**src/rtl/booth_seq_mac.sv**
```systemverilog
// Sequential radix-4 Booth multiply-accumulate: retires one multiplier digit per
// clock into a wide signed accumulator, with add/subtract mode, clear and sticky overflow.
module booth_seq_mac #(
    parameter int WIDTH = 16,
    parameter int ACC_W = 40
) (
    input  logic             clk,
    input  logic             reset,
    input  logic             start,
    input  logic             msub,
    input  logic             clr_acc,
    input  logic [WIDTH-1:0] x_in,
    input  logic [WIDTH-1:0] y_in,
    output logic             busy,
    output logic             done,
    output logic [ACC_W-1:0] acc_out,
    output logic             ovf
);

    localparam int N    = (WIDTH + 1) / 2;
    localparam int YW   = 2 * N + 1;
    localparam int CW   = (N > 1) ? $clog2(N) : 1;
    localparam logic [CW-1:0] LAST = CW'(N - 1);

    typedef enum logic [1:0] {IDLE, RUN, DONE} state_t;

    state_t state, next_state;

    logic [ACC_W-1:0] x_sh;      // sign-extended multiplicand, pre-shifted by 2i
    logic [YW-1:0]    y_sh;      // {y sign-extended to 2N, y[-1]}, shifted right by 2 per digit
    logic [CW-1:0]    cnt;
    logic             sub_mode;

    logic             accept;
    logic [2:0]       trip;
    logic             sel_zero, sel_two, sel_neg;
    logic [ACC_W-1:0] mag, pp, sum;
    logic             add_ovf;

    assign accept = start && (state == IDLE || state == DONE);
    assign busy   = (state == RUN);
    assign done   = (state == DONE);

    always_ff @(posedge clk) begin
        if (reset) state <= IDLE;
        else       state <= next_state;
    end

    // NOTE: every output of a combinational block gets a default first, so no path infers a latch.
    always_comb begin
        next_state = state;
        case (state)
            IDLE:    if (accept) next_state = RUN;
            RUN:     if (cnt == LAST) next_state = DONE;
            DONE:    next_state = accept ? RUN : IDLE;
            default: next_state = IDLE;
        endcase
    end

    // Booth digit decode; msub flips the sign of every digit.
    always_comb begin
        trip     = y_sh[2:0];
        sel_zero = 1'b0;
        sel_two  = 1'b0;
        sel_neg  = 1'b0;
        case (trip)
            3'b001, 3'b010: ;
            3'b011:         sel_two = 1'b1;
            3'b100:         begin sel_two = 1'b1; sel_neg = 1'b1; end
            3'b101, 3'b110: sel_neg = 1'b1;
            default:        sel_zero = 1'b1;
        endcase
        sel_neg = sel_neg ^ sub_mode;
        mag     = sel_two ? (x_sh << 1) : x_sh;
        if (sel_zero)     pp = '0;
        else if (sel_neg) pp = '0 - mag;
        else              pp = mag;
        sum     = acc_out + pp;
        add_ovf = (acc_out[ACC_W-1] == pp[ACC_W-1]) && (sum[ACC_W-1] != acc_out[ACC_W-1]);
    end

    // NOTE: operand registers carry no reset; they are always reloaded on accept before use.
    always_ff @(posedge clk) begin
        if (accept && !reset) begin
            x_sh     <= ACC_W'(signed'(x_in));
            y_sh     <= {(2 * N)'(signed'(y_in)), 1'b0};
            sub_mode <= msub;
        end else if (state == RUN) begin
            x_sh <= x_sh << 2;
            y_sh <= y_sh >> 2;
        end
    end

    // NOTE: state updates use non-blocking assignments so every register samples pre-edge values.
    always_ff @(posedge clk) begin
        if (reset) begin
            acc_out <= '0;
            ovf     <= 1'b0;
            cnt     <= '0;
        end else if (accept) begin
            cnt <= '0;
            if (clr_acc) begin
                acc_out <= '0;
                ovf     <= 1'b0;
            end
        end else if (state == RUN) begin
            acc_out <= sum;
            ovf     <= ovf | add_ovf;
            cnt     <= cnt + 1'b1;
        end
    end

endmodule

```
**config.mk**
```make
export PLATFORM = sky130hd
export DESIGN_NAME = booth_seq_mac
export DESIGN_NICKNAME = d
export VERILOG_FILES = /design/src/rtl/booth_seq_mac.sv
export SDC_FILE = /design/constraint.sdc
export NUM_CORES = 1
export LEC_CHECK = 0
export CAP_MARGIN = 20
export CORE_MARGIN = 1.5
export CORE_UTILIZATION = 40
export DETAILED_ROUTE_END_ITERATION = 16
export PLACE_DENSITY = 0.65
export RECOVER_POWER = 25
export SKIP_CTS_REPAIR_TIMING = 1
export SYNTH_ARGS = -nofsm -noshare
export SYNTH_HDL_FRONTEND = slang
export SYNTH_SLANG_ARGS = --single-unit
```
**constraint.sdc**
```tcl
create_clock -name clk -period 15.06 [get_ports clk]
set_input_delay 2.259 -clock clk [delete_from_list [all_inputs] [get_ports clk]]
set_output_delay 2.259 -clock clk [all_outputs]
set_load 0.05 [all_outputs]
```
==> results.md <==
* Post-route setup TNS at 0 ns
* Post-synth EDFFs at 57
* Initial antenna violation count at 0
* Routed WL per cell at roughly 17 um
* Synth Net Count at between 1000 and 1500
* CORE AREA at 0.0203 mm2
* Clk_skew at about 0.013 ns
* Top post-synthesis cells by area: edfxtp_1 (21%), dfxtp_1 (11%), ha_1 (6.3%)
* Remaining Overflow, GRT at 0
* Max cap viols at 2
* Post-synthesis cell type count at between 70 and 80
* Critical setup path kind: primary input to register
* Worst Path Buf+Inv at 4
* Setup crit end kind: register
* Die height at ~150 um
* Minimum clock period at approximately 7.2 ns
* Post-synth top area share at 0.206
* Metal1 wirelength at about 11 mm
* Slew headroom at -0.0741
* DR top layer: met4
* CP peak stage delay at around 1.2 ns
* Critical path data required time at about 15 ns
* Avg Inst Size Synth at a little over 8 um2
* DRT iter0 DRCs at slightly below 600
* Crit-path most repeated cell: clkbuf_1
* Worst setup startpoint: reset
* Fin nets at 1126
* Worst-Margin Slew at 1.61 ns
* Async set or reset register ratio after synthesis at 0
* CTS H-tree lvls at 3
* Non-Filler Instances at 1321
* Root Buffer: clkbuf_16
* Top_reg_cell synth: edfxtp_1
* CP max FO at 38
* Gr usage total at 0.205
* Worst Hold Class: register to register
* Clock-pin slew on the worst setup and hold paths at 0.08 ns
* # DRC at 0
* Worst setup SP type: primary input
* Slew Limit Fails at 70
* Final ANT Viol Nets at 0
* Cells after synthesis at approximately 1000
* Setup ws final at approximately 7.9 ns
* Largest net degree at the start of global routing at 57
* Routed wl met2 at between 9 and 10 mm
* RR Startpoint: y_sh[1]$_DFFE_PP_
* DP Worst Slack at 8.29 ns
* Pleak at ~4 nW
* Failing checks: max-capacitance violations, max-slew violations
* Share of cells above drive strength 1 at 0.0542
* Total die area at roughly 0.022 mm2
* CTS tree: yes
* DIE WIDTH at around 150 um
* I/O Pins at 80
* Crit path max-delay cell type: clkbuf_1
* Initial Utilization at 0.410
* Routed WL at around 22 mm
* Seq cells post-synth at roughly 100
* Worst path arrival time at a little over 7 ns
* Final Setup Violations at 0
* Via-per-instance ratio at roughly 5.7
* Final hold violations at 0
* CTS sink count at 104
* Gpl congestion at about 0.94
* Post-synthesis sequential area ratio at 0.319
* First-pass GRT wire length at between 30 and 40 mm
* Area of the mapped netlist at between 0.008 and 0.009 mm2
* Most area-hungry cell type in the Yosys netlist: edfxtp_1
* Status: finished, violations left
* Crit path max-delay family: buffers and inverters
* Max Clk Rate at ~140 MHz
* Cells after DPL at approximately 1300
* Pwr/cell area at around 140 mW/mm2
* Final Cycle Share at 0.476
* TritonRoute pass-1 iters at 5
* Critical-path cell list: dlygate4sd3_1 > clkbuf_1 > nand2b_1 > clkbuf_1 > inv_1 > and2_1 > a21o_1
* Peak supply drop at between 0.05 and 0.06 mV
* Diode count at 0
* RSZ-0062 raised after global routing: no
* WL met3 at 1.20 mm
* Vias at about 7600
* Area Growth Syn to Fin at 14.9%
* Floorplan row count at 52
* Ys Warns at 0
* Num CTS Buffers at 9
* Clock buffer depth at 2
* Hold_sp: ovf$_SDFFE_PP0P_
* Clock latency on the worst-skew pair at 0.36 ns
* Hpwl dp at between 15 and 20 mm
* Vias in the first global route at just under 7000
* IO Port Bufs at 79
power by group:
group	leakage, nW	internal, mW	total, mW	switching, mW
clock	0.149	0.119	0.243	0.124
sequential	0.942	0.348	0.408	0.0600
combinational	2.88	0.248	0.640	0.392
metal layers:
layer,vias up,GRT usage
met5,-,0
met4,0,0.0535
met3,21,0.0227
met2,232,0.308
met1,3499,0.309
li1,3806,-
flip-flops by register name, summed over array words and instances, names as in the netlist:
register / cells
acc_out: 40
cnt: 3
ovf: 1
state: 2
sub_mode: 1
x_sh: 40
y_sh: 17
through the flow:
stage               hold slack, ns  power, mW   util  cell area (um2)
global placement             0.457       1.05  0.455             9240
CTS                          0.484       1.30  0.471             9560
floorplan                    0.470      0.889      -             8320
detailed placement           0.466       1.05  0.456             9250
finish                       0.474       1.29  0.471             9560
global route                 0.510       1.38  0.471             9560
path summary, 6_finish.rpt:
check	end	slack, ns	depth (start not counted)
worst max register to register	ovf$_SDFFE_PP0P_	8.07	24
worst min register to register	ovf$_SDFFE_PP0P_	0.47	1
worst min-delay path	ovf$_SDFFE_PP0P_	0.47	1
worst max-delay path	x_sh[37]$_DFFE_PP_	7.90	7
synth_stat cells (4+ instances only):
| cell | number |
|---|---|
| nand2_1 | 110 |
| nor2_1 | 98 |
| a21oi_1 | 78 |
| o21ai_0 | 77 |
| edfxtp_1 | 57 |
| clkbuf_1 | 56 |
| a21o_1 | 52 |
| dfxtp_1 | 47 |
| ha_1 | 42 |
| xor2_1 | 33 |
| xnor2_1 | 31 |
| a22oi_1 | 26 |
| a31oi_1 | 25 |
| nor3_1 | 19 |
| or3_1 | 18 |
| inv_1 | 17 |
| a22o_1 | 15 |
| nor2b_1 | 14 |
| mux2i_1 | 13 |
| nand4_1 | 13 |
| buf_2 | 11 |
| o211ai_1 | 11 |
| and2_1 | 10 |
| nand3_1 | 10 |
| o22ai_1 | 9 |
| a211oi_1 | 8 |
| nand2b_1 | 8 |
| nor3b_1 | 7 |
| or2_2 | 7 |
| a21boi_0 | 6 |
| o21a_1 | 5 |
| and3_1 | 4 |
| buf_1 | 4 |
| o21bai_1 | 4 |
cells by family (layout without fill, tap and decap cells):
kind of cell,after synthesis,in the layout,share of synthesized area
AO/OA/AOI/OAI,358,358,0.281
XOR/XNOR,64,64,0.0674
adder cells (fa/ha/maj),43,43,0.0656
buffers and inverters,95,126,0.0471
flip-flops,104,104,0.319
multiplexers,14,14,0.0170
AND/OR/NAND/NOR,342,342,0.203
area by class of cell:
| type | count | area, um2 |
|---|---|---|
| fill | 2035 | 10700 |
| multi-input combinational | 821 | 5300 |
| sequential | 104 | 2650 |
| timing repair buffer | 92 | 892 |
| tap | 270 | 338 |
| clock buffer | 9 | 225 |
| clock inverter | 7 | 83.8 |
| inverter | 18 | 67.6 |
placed cells by master (no fill, tap or decap), drive strengths merged, types with 4 or more instances in the layout:
| cell | n |
|---|---|
| mux2i | 13 |
| and2 | 10 |
| dlygate4sd3 | 43 |
| a21o | 52 |
| o22ai | 9 |
| nand2b | 8 |
| nor3 | 21 |
| o21ai | 80 |
| nor3b | 10 |
| nand3 | 10 |
| inv | 21 |
| a211oi | 9 |
| nand2 | 110 |
| nor2b | 16 |
| clkdlybuf4s50 | 36 |
| buf | 11 |
| or3 | 21 |
| nand4 | 13 |
| or2 | 7 |
| ha | 42 |
| clkinv | 4 |
| nor2 | 100 |
| xnor2 | 31 |
| edfxtp | 57 |
| a22oi | 26 |
| o21bai | 4 |
| and3 | 4 |
| dfxtp | 47 |
| a31oi | 26 |
| o211ai | 11 |
| a21boi | 7 |
| a22o | 15 |
| xor2 | 33 |
| a21oi | 78 |
| clkbuf | 11 |
| o21a | 5 |
Note: power is estimated with default switching activity, not from simulation.
